$ cat src/rtl/cmd_exec_pkg.sv
// cmd_exec_pkg: opcodes, FSM states, command field positions
// and default tuning constants for the move-command responder.
package cmd_exec_pkg;

  typedef enum logic [3:0] {
    OP_CAL      = 4'h0,
    OP_MOVE     = 4'h2,
    OP_MOVE_FAN = 4'h3
  } opcode_e;

  typedef enum logic [2:0] {
    IDLE,
    CAL,
    TURN,
    RAMP,
    DECEL
  } state_t;

  localparam int OP_MSB  = 15;
  localparam int OP_LSB  = 12;
  localparam int HDG_MSB = 11;
  localparam int HDG_LSB = 4;
  localparam int SQ_MSB  = 3;
  localparam int SQ_LSB  = 0;

  localparam logic [10:0] MAX_SPD_DEF    = 11'h2A0;
  localparam logic [10:0] SPD_INC_DEF    = 11'd4;
  localparam logic [10:0] SPD_DEC_DEF    = 11'd8;
  localparam logic [11:0] ERR_THRESH_DEF = 12'd30;

endpackage

$ cat src/rtl/cmd_exec_if.sv
// cmd_exec_if: 16-bit command handshake between the cmd mux
// (master) and the command responder (slave).
interface cmd_exec_if;

  logic [15:0] cmd;
  logic        cmd_rdy;
  logic        clr_cmd_rdy;
  logic        send_resp;

  modport master (
    output cmd,
    output cmd_rdy,
    input  clr_cmd_rdy,
    input  send_resp
  );

  modport slave (
    input  cmd,
    input  cmd_rdy,
    output clr_cmd_rdy,
    output send_resp
  );

endinterface

$ cat src/rtl/cmd_exec_sq_counter.sv
// cmd_exec_sq_counter: cntrIR synchronizer, rising-edge detect and
// saturating square count. CMD_EXEC_FAST_SIM_EN selects a 1-flop sync.
module cmd_exec_sq_counter (
  input  logic       clk,
  input  logic       rst_n,
  input  logic       cntrIR,
  input  logic       en,
  input  logic       clr,
  input  logic [3:0] squares,
  output logic       done
);

  logic       rise;
  logic [3:0] count;

`ifdef CMD_EXEC_FAST_SIM_EN
  logic sync_q;
  logic prev_q;

  always_ff @(posedge clk or negedge rst_n) begin
    if (!rst_n) begin
      sync_q <= 1'b0;
      prev_q <= 1'b0;
    end else begin
      sync_q <= cntrIR;
      prev_q <= sync_q;
    end
  end

  assign rise = sync_q & ~prev_q;
`else
  logic [1:0] sync_q;
  logic       prev_q;

  always_ff @(posedge clk or negedge rst_n) begin
    if (!rst_n) begin
      sync_q <= 2'b00;
      prev_q <= 1'b0;
    end else begin
      sync_q <= {sync_q[0], cntrIR};
      prev_q <= sync_q[1];
    end
  end

  assign rise = sync_q[1] & ~prev_q;
`endif

  assign done = (count == squares);

  // Count stops once it matches squares, so it can never wrap.
  always_ff @(posedge clk or negedge rst_n) begin
    if (!rst_n) begin
      count <= 4'd0;
    end else if (clr) begin
      count <= 4'd0;
    end else if (en && rise && !done) begin
      count <= count + 4'd1;
    end
  end

endmodule

$ cat src/rtl/cmd_exec.sv
// cmd_exec: accepts calibrate/move commands, turns, ramps, counts
// squares, decelerates and responds. Macro: CMD_EXEC_FAST_SIM_EN.
module cmd_exec
  import cmd_exec_pkg::*;
#(
  parameter logic [10:0] MAX_SPD    = MAX_SPD_DEF,
  parameter logic [10:0] SPD_INC    = SPD_INC_DEF,
  parameter logic [10:0] SPD_DEC    = SPD_DEC_DEF,
  parameter logic [11:0] ERR_THRESH = ERR_THRESH_DEF
) (
  input  logic        clk,
  input  logic        rst_n,
  cmd_exec_if.slave   bus,
  output logic        strt_cal,
  input  logic        cal_done,
  input  logic [11:0] error,
  input  logic        cntrIR,
  output logic [11:0] desired_heading,
  output logic        moving,
  output logic [10:0] frwrd_spd,
  output logic        fanfare_go
);

`ifdef CMD_EXEC_FAST_SIM_EN
  localparam logic [10:0] INC = SPD_INC << 2;
  localparam logic [10:0] DEC = SPD_DEC << 2;
`else
  localparam logic [10:0] INC = SPD_INC;
  localparam logic [10:0] DEC = SPD_DEC;
`endif

  state_t      state;
  state_t      state_n;
  logic [3:0]  op_q;
  logic [3:0]  op_n;
  logic [3:0]  sq_q;
  logic [3:0]  sq_n;
  logic        resp_q;
  logic        resp_n;
  logic        cal_n;
  logic        fan_n;
  logic [11:0] hdg_n;
  logic [10:0] spd_n;
  logic        accept;
  logic        sq_clr;
  logic        sq_done;
  logic        ramp_en;

  logic [3:0]  cmd_op;
  logic [7:0]  cmd_hdg;
  logic [3:0]  cmd_sq;

  assign cmd_op  = bus.cmd[OP_MSB:OP_LSB];
  assign cmd_hdg = bus.cmd[HDG_MSB:HDG_LSB];
  assign cmd_sq  = bus.cmd[SQ_MSB:SQ_LSB];

  logic signed [12:0] err_x;
  logic signed [12:0] thr_x;
  logic               err_ok;

  assign err_x  = {error[11], error};
  assign thr_x  = {1'b0, ERR_THRESH};
  assign err_ok = (err_x < thr_x) && (err_x > -thr_x);

  logic [11:0] up_sum;
  logic [10:0] spd_up;
  logic [10:0] spd_dn;

  assign up_sum = {1'b0, frwrd_spd} + {1'b0, INC};
  assign spd_up = (up_sum >= {1'b0, MAX_SPD}) ? MAX_SPD : up_sum[10:0];
  assign spd_dn = (frwrd_spd <= DEC) ? 11'd0 : frwrd_spd - DEC;

  assign ramp_en = (state == RAMP);

  cmd_exec_sq_counter u_sq (
    .clk     (clk),
    .rst_n   (rst_n),
    .cntrIR  (cntrIR),
    .en      (ramp_en),
    .clr     (sq_clr),
    .squares (sq_q),
    .done    (sq_done)
  );

  always_comb begin
    state_n = state;
    op_n    = op_q;
    sq_n    = sq_q;
    resp_n  = 1'b0;
    cal_n   = 1'b0;
    fan_n   = 1'b0;
    hdg_n   = desired_heading;
    spd_n   = frwrd_spd;
    accept  = 1'b0;
    sq_clr  = 1'b0;
    unique case (state)
      IDLE: begin
        if (bus.cmd_rdy) begin
          accept = 1'b1;
          op_n   = cmd_op;
          sq_n   = cmd_sq;
          unique case (1'b1)
            (cmd_op == OP_CAL): begin
              cal_n   = 1'b1;
              state_n = CAL;
            end
            (cmd_op == OP_MOVE),
            (cmd_op == OP_MOVE_FAN): begin
              hdg_n   = (cmd_hdg == 8'd0) ? 12'h000
                                          : {cmd_hdg, 4'hF};
              sq_clr  = 1'b1;
              spd_n   = 11'd0;
              state_n = TURN;
            end
            default: resp_n = 1'b1;
          endcase
        end
      end
      CAL: begin
        if (cal_done) begin
          resp_n  = 1'b1;
          state_n = IDLE;
        end
      end
      TURN: begin
        spd_n = 11'd0;
        if (err_ok) state_n = RAMP;
      end
      RAMP: begin
        spd_n = spd_up;
        if (sq_done) state_n = DECEL;
      end
      DECEL: begin
        if (frwrd_spd == 11'd0) begin
          resp_n  = 1'b1;
          fan_n   = (op_q == OP_MOVE_FAN);
          state_n = IDLE;
        end else begin
          spd_n = spd_dn;
        end
      end
      default: state_n = IDLE;
    endcase
  end

  always_ff @(posedge clk or negedge rst_n) begin
    if (!rst_n) begin
      state           <= IDLE;
      op_q            <= 4'd0;
      sq_q            <= 4'd0;
      resp_q          <= 1'b0;
      strt_cal        <= 1'b0;
      fanfare_go      <= 1'b0;
      desired_heading <= 12'h000;
      frwrd_spd       <= 11'd0;
    end else begin
      state           <= state_n;
      op_q            <= op_n;
      sq_q            <= sq_n;
      resp_q          <= resp_n;
      strt_cal        <= cal_n;
      fanfare_go      <= fan_n;
      desired_heading <= hdg_n;
      frwrd_spd       <= spd_n;
    end
  end

  // Gated so the ack stays low while reset is held.
  assign bus.clr_cmd_rdy = accept & rst_n;
  assign bus.send_resp   = resp_q;
  assign moving = (state == TURN) || (state == RAMP) || (state == DECEL);

endmodule

$ cat src/flat_wrapper.sv
// flat-port wrapper written by rule: the top's interface ports become plain ports
module cmd_exec_flat import cmd_exec_pkg::*;
#(
  parameter logic [10:0] MAX_SPD    = MAX_SPD_DEF,
  parameter logic [10:0] SPD_INC    = SPD_INC_DEF,
  parameter logic [10:0] SPD_DEC    = SPD_DEC_DEF,
  parameter logic [11:0] ERR_THRESH = ERR_THRESH_DEF
)
  (clk, rst_n, strt_cal, cal_done, error, cntrIR, desired_heading, moving, frwrd_spd, fanfare_go, bus_cmd, bus_cmd_rdy, bus_clr_cmd_rdy, bus_send_resp);
  cmd_exec_if bus_i ();
  input  logic clk;
  input  logic rst_n;
  output logic strt_cal;
  input  logic cal_done;
  input  logic [11:0] error;
  input  logic cntrIR;
  output logic [11:0] desired_heading;
  output logic moving;
  output logic [10:0] frwrd_spd;
  output logic fanfare_go;
  input wire logic [$bits(bus_i.cmd)-1:0] bus_cmd;
  input wire logic [$bits(bus_i.cmd_rdy)-1:0] bus_cmd_rdy;
  output wire logic [$bits(bus_i.clr_cmd_rdy)-1:0] bus_clr_cmd_rdy;
  output wire logic [$bits(bus_i.send_resp)-1:0] bus_send_resp;
  assign bus_i.cmd = bus_cmd;
  assign bus_i.cmd_rdy = bus_cmd_rdy;
  assign bus_clr_cmd_rdy = bus_i.clr_cmd_rdy;
  assign bus_send_resp = bus_i.send_resp;
  cmd_exec #(.MAX_SPD(MAX_SPD), .SPD_INC(SPD_INC), .SPD_DEC(SPD_DEC), .ERR_THRESH(ERR_THRESH)) u_core (.clk(clk), .rst_n(rst_n), .bus(bus_i), .strt_cal(strt_cal), .cal_done(cal_done), .error(error), .cntrIR(cntrIR), .desired_heading(desired_heading), .moving(moving), .frwrd_spd(frwrd_spd), .fanfare_go(fanfare_go));
endmodule
$ cat config.mk
export PLATFORM = sky130hd
export DESIGN_NAME = cmd_exec_flat
export DESIGN_NICKNAME = d
export VERILOG_FILES = /design/src/rtl/cmd_exec_pkg.sv /design/src/rtl/cmd_exec_if.sv /design/src/rtl/cmd_exec_sq_counter.sv /design/src/rtl/cmd_exec.sv /design/src/flat_wrapper.sv
export SDC_FILE = /design/constraint.sdc
export NUM_CORES = 1
export LEC_CHECK = 0
export ABC_AREA = 1
export CORE_AREA = 2 2 100 102
export CTS_CLUSTER_SIZE = 12
export DETAILED_ROUTE_END_ITERATION = 10
export DIE_AREA = 0 0 102 104
export DONT_BUFFER_PORTS = 1
export SLEW_MARGIN = 10
export SYNTH_ARGS = -nofsm -noshare
export SYNTH_HDL_FRONTEND = slang
export SYNTH_SLANG_ARGS = --single-unit
$ cat constraint.sdc
create_clock -name clk -period 4.42 [get_ports clk]
set_input_delay 0.442 -clock clk [delete_from_list [all_inputs] [get_ports clk]]
set_output_delay 0.442 -clock clk [all_outputs]
set_load 0.1 [all_outputs]
==> results of run 1 <==
==> cell families after synthesis <==
family | Yosys count | synth area share [%]
flops | 39 | 41.96
xor+xnor | 10 | 3.765
buf+inv | 42 | 8.392
simple gates | 178 | 34.70
fa+ha+maj | 6 | 3.227
other cells | 1 | 0.1612
compound gates | 18 | 4.895
mux | 6 | 2.905
==> cells in the mapped netlist, drive strengths merged, types with 5 or more instances <==
master / count
mux2: 6
nand4: 8
o21ai: 9
nor2: 27
nand2: 102
nand3: 28
ha: 6
buf: 11
dfrtp: 39
xor2: 5
inv: 30
nor3: 8
xnor2: 5
==> cell type report <==
class	instances	area [sq um]	area share, %
clock buffers	6	72.57	2.799
clock inverters	2	37.54	1.448
inverters	30	115.1	4.440
multi-input cells	220	1161	44.79
flip-flops and latches	39	979.7	37.79
well taps	133	166.4	6.419
repair buffers	6	60.06	2.317
==> worst reg2reg max path: cells and delay by family, from the launching register on <==
kind	cells	cell delay, ns
buffers and inverters	2	0.35
flip-flops	1	1.05
AO/OA/AOI/OAI	1	0.09
adder cells (fa/ha/maj)	1	0.31
AND/OR/NAND/NOR	7	0.76
==> registers in the layout, summed over array words and instances (netlist names) <==
signal,cells
u_core.desired_heading,9
u_core.frwrd_spd,9
u_core.op_q,4
u_core.sq_q,4
u_core.u_sq.count,4
u_core.state,3
u_core.u_sq.sync_q,2
u_core.bus.send_resp,1
u_core.fanfare_go,1
u_core.strt_cal,1
u_core.u_sq.prev_q,1
==> stage by stage <==
| stage | power [W] | cell area (sq um) | std cells |
|---|---|---|---|
| finish | 0.002103 | 2592 | 436 |
| CTS | 0.002124 | 2592 | 436 |
| detailed placement | 0.001810 | 2452 | 426 |
| global placement | 0.001787 | 2452 | 426 |
| global route | 0.002255 | 2592 | 436 |
| floorplan | 0.001700 | 2330 | 301 |
==> final timing paths <==
path,start,endpoint,slack [ns],depth (start not counted)
min,cntrIR,u_core.u_sq.sync_q[0]$_DFF_PN0_,0.18,0
max in group asynchronous,rst_n,u_core.desired_heading[3]$_DFFE_PN0P_,3.62,2
max,u_core.state[0]$_DFFE_PN0P_,bus_clr_cmd_rdy,1.74,5
min reg2reg,u_core.u_sq.sync_q[0]$_DFF_PN0_,u_core.u_sq.sync_q[1]$_DFF_PN0_,0.36,0
max reg2reg,u_core.frwrd_spd[3]$_DFFE_PN0P_,u_core.frwrd_spd[4]$_DFFE_PN0P_,1.80,11
min in group asynchronous,rst_n,u_core.desired_heading[9]$_DFFE_PN0P_,0.60,2
==> per-layer routing <==
layer / up-vias / routed length [um] / GRT usage, %
met5: - / 0 / 0
met4: 0 / 55 / 2.571
met3: 6 / 332 / 3.159
met2: 50 / 2521 / 17.34
met1: 899 / 2371 / 14.21
li1: 960 / - / -
==> layout by cell type (no fill, tap or decap), types with 5 or more instances in the layout <==
cell / synthesis / routed
o21ai_0: 7 / 7
inv_1: 24 / 24
clkbuf_8: 0 / 5
inv_2: 5 / 5
mux2_2: 6 / 6
xor2_1: 5 / 5
dfrtp_1: 39 / 38
nand3_1: 27 / 27
xnor2_1: 5 / 5
nand4_1: 8 / 8
ha_1: 6 / 6
nand2_1: 98 / 98
nor3_1: 5 / 5
nor2_1: 20 / 19
nor2_2: 6 / 7
==> power by group through the flow <==
stage                     registers (W)  logic [W]  clock network (W)
after global routing            0.00110   0.000833           0.000321
after detailed placement        0.00109   0.000722                  0
after global placement          0.00108   0.000704                  0
after floorplan                0.000978   0.000722                  0
final                           0.00108   0.000729           0.000296
after CTS                       0.00108   0.000736           0.000307
==> what timing repair did <==
item / CTS / global route
setup buffers: 0 / 0
hold buffers: 2 / 0
hold endpoints to repair: 39 / 0
==> flow_summary.toml, run 1 <==
[status]
status = "finished, final reports clean"

[timing]
max_freq_mhz = 373.4
slew-limit-headroom_pct = 26.28
skew_ns = 0.009742
rsz0062_at_grt = "no"
hold_violations = 0
final-setup-viol-count = 0
finalMaxSlewViolations = 0
fin_setup_tns_ns = 0
timing.final.crit_share_pct = 60.60
tightestPinTransition_ns = 1.106
hold_slack_ns = 0.1771
fin_crit_ns = 2.678
setup_slack_ns = 1.742

[placed_design]
routabilityCongestion = 0.8556
pre_cts_ws_ns = 1.824
port_buffers = 0
dp_hpwl_mm = 4.126

[drt]
wl_mm = 5.280
wl_per_cell_um = 12.11
drt_iter0_drc = 78
first_pass_iters = 4
routed_via_density = 4.392
antenna_left = 0
vias = 1915
drcViolationCount = 0

[layout]
drive_gt1_share_pct = 13.86
nets = 341
syn2layout_area_growth_pct = 11.46
insertedDiodeCount = 0
fill_cells = 1080
fin_util_pct = 27.15

[cts]
clk_pin_slew_ns = 0.08
htreeDepth = 2
cts_made_buffers = 5
cts_buffer_depth = 2
cts_root_buffer = "clkbuf_8"
tritoncts = "yes"
clkLatencyLatePin_ns = 0.29
post_cts_resized = 0
cts.sinks = 39

[setup_path]
cpPeakStageDelay_ns = 0.89
cp_max_fo = 12
arrival_ns = 2.24
worstSetupPathType = "reg -> out"
critPathLaunchType = "register"
slowest_stage = "nor2_2"
path_cells = "inv_2, nand2_2, nor2_1, nand2_1, nor2_2"
path_buf_inv = 1
crit_family = "simple AND/OR/NAND/NOR gates"
worstSetupEndpointType = "output port"
critical_path_required_ns = 3.98

[die]
die_h_um = 104
die_w_um = 102
rows = 36
initial_utilization_pct = 24.36
num_io_pins = 61
coreArea_sq_um = 9549
dieArea_sq_um = 10610

[yosys]
synth_top_area_share_pct = 41.96
seq_area_frac_synth_pct = 41.96
ys_async_sr_fraction_pct = 100.0
postSynthAreaPerCell_sq_um = 7.753
syn-cell-area_sq_um = 2326
synthFlopType = "dfrtp_1"
ys_types = 34
ys_ff_latch = 39
synth_top_cell_by_area = "dfrtp_1"
yosys_warnings = 0
synth_area_leaders = "dfrtp_1 (42%), nand2_1 (16%), nand3_1 (5.8%)"
synth_cells = 300
synth_edf_count = 0

[pwr]
pwr-share-comb_pct = 34.7
intPower_w = 0.0008851
power_leakage_nw = 1.246
power_density_nw_per_um2 = 811.3
p_clk_share_pct = 14.1
seq_power_share_pct = 51.2
swShare_pct = 57.92
ir_drop_uv = 406.4
power_switching_w = 0.001218

[worst_hold_path]
hold_class = "in -> reg"

[global_routing]
grt_max_degree = 40
grt_overflow_total = 0
grt_pass1_wl_mm = 9.190
first_global_vias = 1967
grt_usage_pct = 10.79
antenna_found_initial = 0

[job]
cap_violations = 0
Power figures use the tool's default switching activity.
==> inputs of run 2 (changes only) <==
ABC_AREA = 0   (was 1)
CORE_AREA = 2 2 98 100   (was 2 2 100 102)
DIE_AREA = 0 0 100 102   (was 0 0 102 104)
clock period = 2.45 ns   (was 4.42 ns; I/O delays follow)
==> run 2 against run 1 <==
Setup slack got worse by 1.5 ns. First-iteration DRC count rose by 73%. Sequential share of layout area rose by 0.20 points. Register-to-register slack got worse by 1.5 ns. Synthesized area fell by 4.4%. Clock skew rose by 0.0044 ns. Critical path depth rose by 2. Hold slack got worse by 0.13 ns. Via count fell by 2.1%. Die area fell by 3.8%. Global-route usage rose by 0.43 points.
==> flow_summary.toml, run 2 <==
[status]
status = "finished, final reports clean"

[timing]
rsz0062_at_grt = "no"
tightestPinTransition_ns = 0.9080
hold_violations = 0
slew-limit-headroom_pct = 39.47
final-setup-viol-count = 0
max_freq_mhz = 456.4
fin_crit_ns = 2.191
skew_ns = 0.01416
fin_setup_tns_ns = 0
finalMaxSlewViolations = 0
timing.final.crit_share_pct = 89.43

[drt]
routed_via_density = 4.870
wl_mm = 5.498
vias = 1875
wl_per_cell_um = 14.28
drcViolationCount = 0
antenna_left = 0
drt_iter0_drc = 135
first_pass_iters = 4

[placed_design]
dp_hpwl_mm = 4.107
port_buffers = 0
routabilityCongestion = 0.8020

[yosys]
synth_top_cell_by_area = "dfrtp_1"
yosys_warnings = 0
yosysMostFrequentCell = "nand2_1"
synth_top_area_share_pct = 43.89
syn-cell-area_sq_um = 2223
synth_top_family_by_area = "simple AND/OR/NAND/NOR gates"
synth-xor-area-share_pct = 3.939
seq_area_frac_synth_pct = 43.89
synthAdderAreaFrac_pct = 3.376
ys_ff_latch = 39
synthFlopType = "dfrtp_1"
synth_area_leaders = "dfrtp_1 (44%), nand2_1 (11%), nor2_1 (3.9%)"
muxShareOfSynthArea_pct = 1.857
synth_edf_count = 0
ys_types = 50
postSynthAreaPerCell_sq_um = 8.584
synth_commonest_cells = "nand2_1 (64), dfrtp_1 (39), nor2_1 (23)"
synth_compound_area_share_pct = 13.84
ys_async_sr_fraction_pct = 100.0
synthSimpleGateAreaFrac_pct = 27.86
synth_cells = 259

[setup_path]
rr_worst_depth = 7
critPathLaunchType = "register"
reg2reg_to = "u_core.frwrd_spd[8]$_DFFE_PN0P_"
worstSetupPathType = "reg -> reg"
arrival_ns = 2.36
slowest_stage = "dfrtp_2"
crit_start = "u_core.frwrd_spd[3]$_DFFE_PN0P_"
critical_path_required_ns = 2.62
cp_max_fo = 8
path_cells = "ha_1, and2_1, nor4_1, and4bb_1, o211a_1, a211oi_1, a22oi_1"
worstSetupEndpointType = "register"
cpPeakStageDelay_ns = 0.47
worstSetupEndpoint = "u_core.frwrd_spd[8]$_DFFE_PN0P_"
r2r_slack_ns = 0.26
r2r-start = "u_core.frwrd_spd[3]$_DFFE_PN0P_"

[global_routing]
grt_overflow_total = 0
grt_pass1_wl_mm = 8.990
grt_usage_pct = 11.21
grt_max_degree = 40
first_global_vias = 1831
antenna_found_initial = 0

[job]
cap_violations = 0

[layout]
drive_gt1_share_pct = 13.14
insertedDiodeCount = 0
nets = 312
syn2layout_area_growth_pct = 16.71
layout_common_cells = "nand2_1 (64), dfrtp_1 (33), nor2_1 (23)"
largestRegisters = "u_core.desired_heading: 9 flops, u_core.frwrd_spd: 9 flops"
layout_commonest_cell = "nand2_1"

[cts]
post_cts_buffers = 0
cts_buffer_depth = 2
cts_root_buffer = "clkbuf_8"
cts_made_buffers = 5
htreeDepth = 2
tritoncts = "yes"
clkLatencyLatePin_ns = 0.30
post_cts_resized = 0
clk_pin_slew_ns = 0.09
cts.sinks = 39

[die]
dieArea_sq_um = 10200
initial_utilization_pct = 24.41
die_h_um = 102
die_w_um = 100
rows = 35
coreArea_sq_um = 9109
num_io_pins = 61

[worst_hold_path]
hold_class = "in -> reg"
[run 2: cell types whose count changed after synthesis, sizes merged, moves of 4 or more]
| cell | delta |
|---|---|
| nand2 | -38 |
| inv | -21 |
| nand3 | -20 |
| a21oi | +8 |
| mux2 | -5 |
| and2 | +4 |
| nand4 | -4 |
| o211ai | +4 |
| o311ai | +4 |
[run 2: timing repair]
item                                    CTS  global route
endpoints found under the setup margin    0             0
hold buffers                              3             0
endpoints found under the hold margin    40             0
[run 2: area by class of cell]
cell class / instances / area (sq um)
Inverter: 9 / 33.78
Clock inverter: 2 / 35.03
Timing Repair Buffer: 20 / 180.2
Tap cell: 111 / 138.9
Clock buffer: 6 / 82.58
Fill cell: 975 / 6514
Multi-Input combinational cell: 198 / 1139
Sequential cell: 39 / 985.9
[run 2: cells by family after synthesis]
logic type | Yosys count
AND/OR/NAND/NOR | 131
other | 1
AO/OA/AOI/OAI | 45
multiplexers | 4
XOR/XNOR | 10
buffers and inverters | 23
adder cells (fa/ha/maj) | 6
flip-flops | 39
[run 2: worst min path at each step]
| stage | cells after the start | to | start | slack (ns) |
|---|---|---|---|---|
| 6_report | 2 | u_core.op_q[2]$_DFFE_PN0P_ | bus_cmd[14] | 0.05 |
| 3_5_place_dp | 0 | u_core.bus.send_resp$_DFF_PN0_ | rst_n | -0.05 |
| 3_3_place_gp | 0 | u_core.bus.send_resp$_DFF_PN0_ | rst_n | -0.05 |
| 2_1_floorplan | 0 | u_core.bus.send_resp$_DFF_PN0_ | rst_n | -0.05 |
| 4_1_cts | 2 | u_core.op_q[0]$_DFFE_PN0P_ | bus_cmd[12] | 0.05 |
| 5_1_grt | 2 | u_core.op_q[0]$_DFFE_PN0P_ | bus_cmd[12] | 0.04 |
[run 2: per-layer routing]
metal	track usage (%)	part of all wire, %	up-vias
li1	-	-	923
met2	17.98	46	38
met5	0	0	-
met1	14.23	46	906
met3	3.694	6.5	8
met4	4.004	1.6	0
[run 2: per-stage QoR]
step	util [%]	hold slack, ns	area, sq um	setup slack (ns)	instances
after CTS	28.49	0.04508	2595	0.2615	385
after global placement	26.76	-0.04921	2437	0.3596	374
final	28.49	0.05135	2595	0.2588	385
after global routing	28.49	0.04242	2595	0.01440	385
after detailed placement	26.76	-0.04928	2437	0.2771	374
after floorplan	-	-0.05059	2233	0.006100	260
[run 2: worst max-delay path, delay by kind of cell (launching register included)]
family                   cells  cell delay, ns
adder cells (fa/ha/maj)      1            0.22
AND/OR/NAND/NOR              3            0.73
AO/OA/AOI/OAI                3            0.65
flip-flops                   1            0.47
Power of run 2 is not shown: default switching activity piles up to over one toggle a cycle in this logic, so the estimate is an artifact.
==> inputs of run 3 (changes only) <==
PLACE_DENSITY = 0.38   (was not set)
==> run 3 against run 2 <==
Critical path depth increased by 1. Core utilization increased by 0.11 points. Setup slack got worse by 0.024 ns. Clock-buffer cell count decreased by 1. Clock skew decreased by 0.0072 ns. Register-to-register slack worse by 0.02 ns. Sequential share of layout area shrank 0.15 points. Critical path type unchanged.
==> flow_summary.toml, run 3 (synthesized netlist as in run 2, its figures left out) <==
[setup_path]
path_cells = "inv_1, ha_1, nor2b_1, nand3_1, a221o_1, a21o_1, nor2_4, mux2_1"
crit_family = "compound AO/OA/AOI/OAI gates"
cp_max_fo = 8
critical_path_required_ns = 2.64
cp.depth = 8
slowest_stage = "dfrtp_2"
rr_worst_depth = 8
path_buf_inv = 1
worstSetupEndpointType = "register"
critPathLaunchType = "register"
arrival_ns = 2.40
crit_start = "u_core.frwrd_spd[3]$_DFFE_PN0P_"
worstSetupPathType = "reg -> reg"
cpPeakStageDelay_ns = 0.47
r2r-start = "u_core.frwrd_spd[3]$_DFFE_PN0P_"

[timing]
fin_crit_ns = 2.216
setup_slack_ns = 0.2344
max_freq_mhz = 451.3
skew_ns = 0.006928
final-setup-viol-count = 0
timing.final.crit_share_pct = 90.43
tightestPinTransition_ns = 0.9102
fin_setup_tns_ns = 0
rsz0062_at_grt = "no"
hold_violations = 0
slew-limit-headroom_pct = 39.32
finalMaxSlewViolations = 0

[drt]
wl_mm = 5.972
first_pass_iters = 4
antenna_left = 0
vias = 1883
drt_iter0_drc = 73
routed_via_density = 4.866
drcViolationCount = 0
wl_per_cell_um = 15.43

[global_routing]
grt_overflow_total = 0
grt_max_degree = 40
grt_usage_pct = 12.16
first_global_vias = 1877
antenna_found_initial = 0
grt_pass1_wl_mm = 9.639

[layout]
layout_common_cells = "nand2_1 (64), dfrtp_1 (33), nor2_1 (23)"
largestRegisters = "u_core.desired_heading: 9 flops, u_core.frwrd_spd: 9 flops"
fin_area_sq_um = 2605
multi_input_area_sq_um = 1139
syn2layout_area_growth_pct = 17.16
nets = 314
seq_area_sq_um = 985.9
drive_gt1_share_pct = 13.77
fill_cells = 984
layout_commonest_cell = "nand2_1"
insertedDiodeCount = 0
fin_util_pct = 28.60

[cts]
cts_made_buffers = 5
htreeDepth = 2
clkLatencyLatePin_ns = 0.30
cts_buffer_depth = 2
post_cts_buffers = 0
tritoncts = "yes"
cts_root_buffer = "clkbuf_8"
cts.sinks = 39
clk_pin_slew_ns = 0.09
post_cts_resized = 0

[die]
die_h_um = 102
num_io_pins = 61
rows = 35
initial_utilization_pct = 24.41
dieArea_sq_um = 10200
die_w_um = 100
coreArea_sq_um = 9109

[status]
status = "finished, final reports clean"

[worst_hold_path]
hold_class = "in -> reg"
worstHoldStart = "bus_cmd[6]"
whs_path_depth = 2

[placed_design]
dp_hpwl_mm = 4.354
routabilityCongestion = 0.8139
pre_cts_ws_ns = 0.2677
dpl_cell_area_sq_um = 2452
port_buffers = 0

[job]
cap_violations = 0
run 3: path summary, 6_finish.rpt:
check	to	slack [ns]
worst max-delay path	u_core.state[0]$_DFFE_PN0P_	0.23
worst min-delay path	u_core.desired_heading[6]$_DFFE_PN0P_	0.05
worst max register to register	u_core.state[0]$_DFFE_PN0P_	0.23
worst min register to register	u_core.u_sq.sync_q[1]$_DFF_PN0_	0.36
max in group asynchronous	u_core.desired_heading[3]$_DFFE_PN0P_	1.82
min in group asynchronous	u_core.frwrd_spd[6]$_DFFE_PN0P_	0.40
run 3: area by class of cell:
cell class / count / area share [%]
inverters: 9 / 1.297
repair buffers: 22 / 7.493
flip-flops and latches: 39 / 37.85
well taps: 111 / 5.331
multi-input cells: 198 / 43.71
clock inverters: 3 / 1.681
clock buffers: 5 / 2.642
run 3: metal layers:
layer,vias to the layer above,global-route usage [%],wire length [um]
li1,925,-,-
met1,899,16.29,2849
met2,52,19.49,2683
met3,7,3.215,370
met4,0,3.477,68
met5,-,0,0
run 3: what timing repair did:
item,in CTS,in global routing
endpoints found under the hold margin,40,0
setup endpoints to repair,0,0
hold buffers,3,0
run 3: worst reg2reg max path: cells and delay by family, from the launching register on:
kind            cells  cell delay, ns
simple gates        3            0.49
buf+inv             1            0.10
mux                 1            0.32
flops               1            0.47
compound gates      2            0.58
fa+ha+maj           1            0.14
run 3: through the flow:
| step | instances | hold slack (ns) |
|---|---|---|
| CTS | 387 | 0.03402 |
| floorplan | 260 | -0.05059 |
| finish | 387 | 0.04851 |
| global placement | 376 | -0.04839 |
| detailed placement | 376 | -0.04846 |
| global route | 387 | 0.04174 |
Power of run 3 is left out for the same reason.
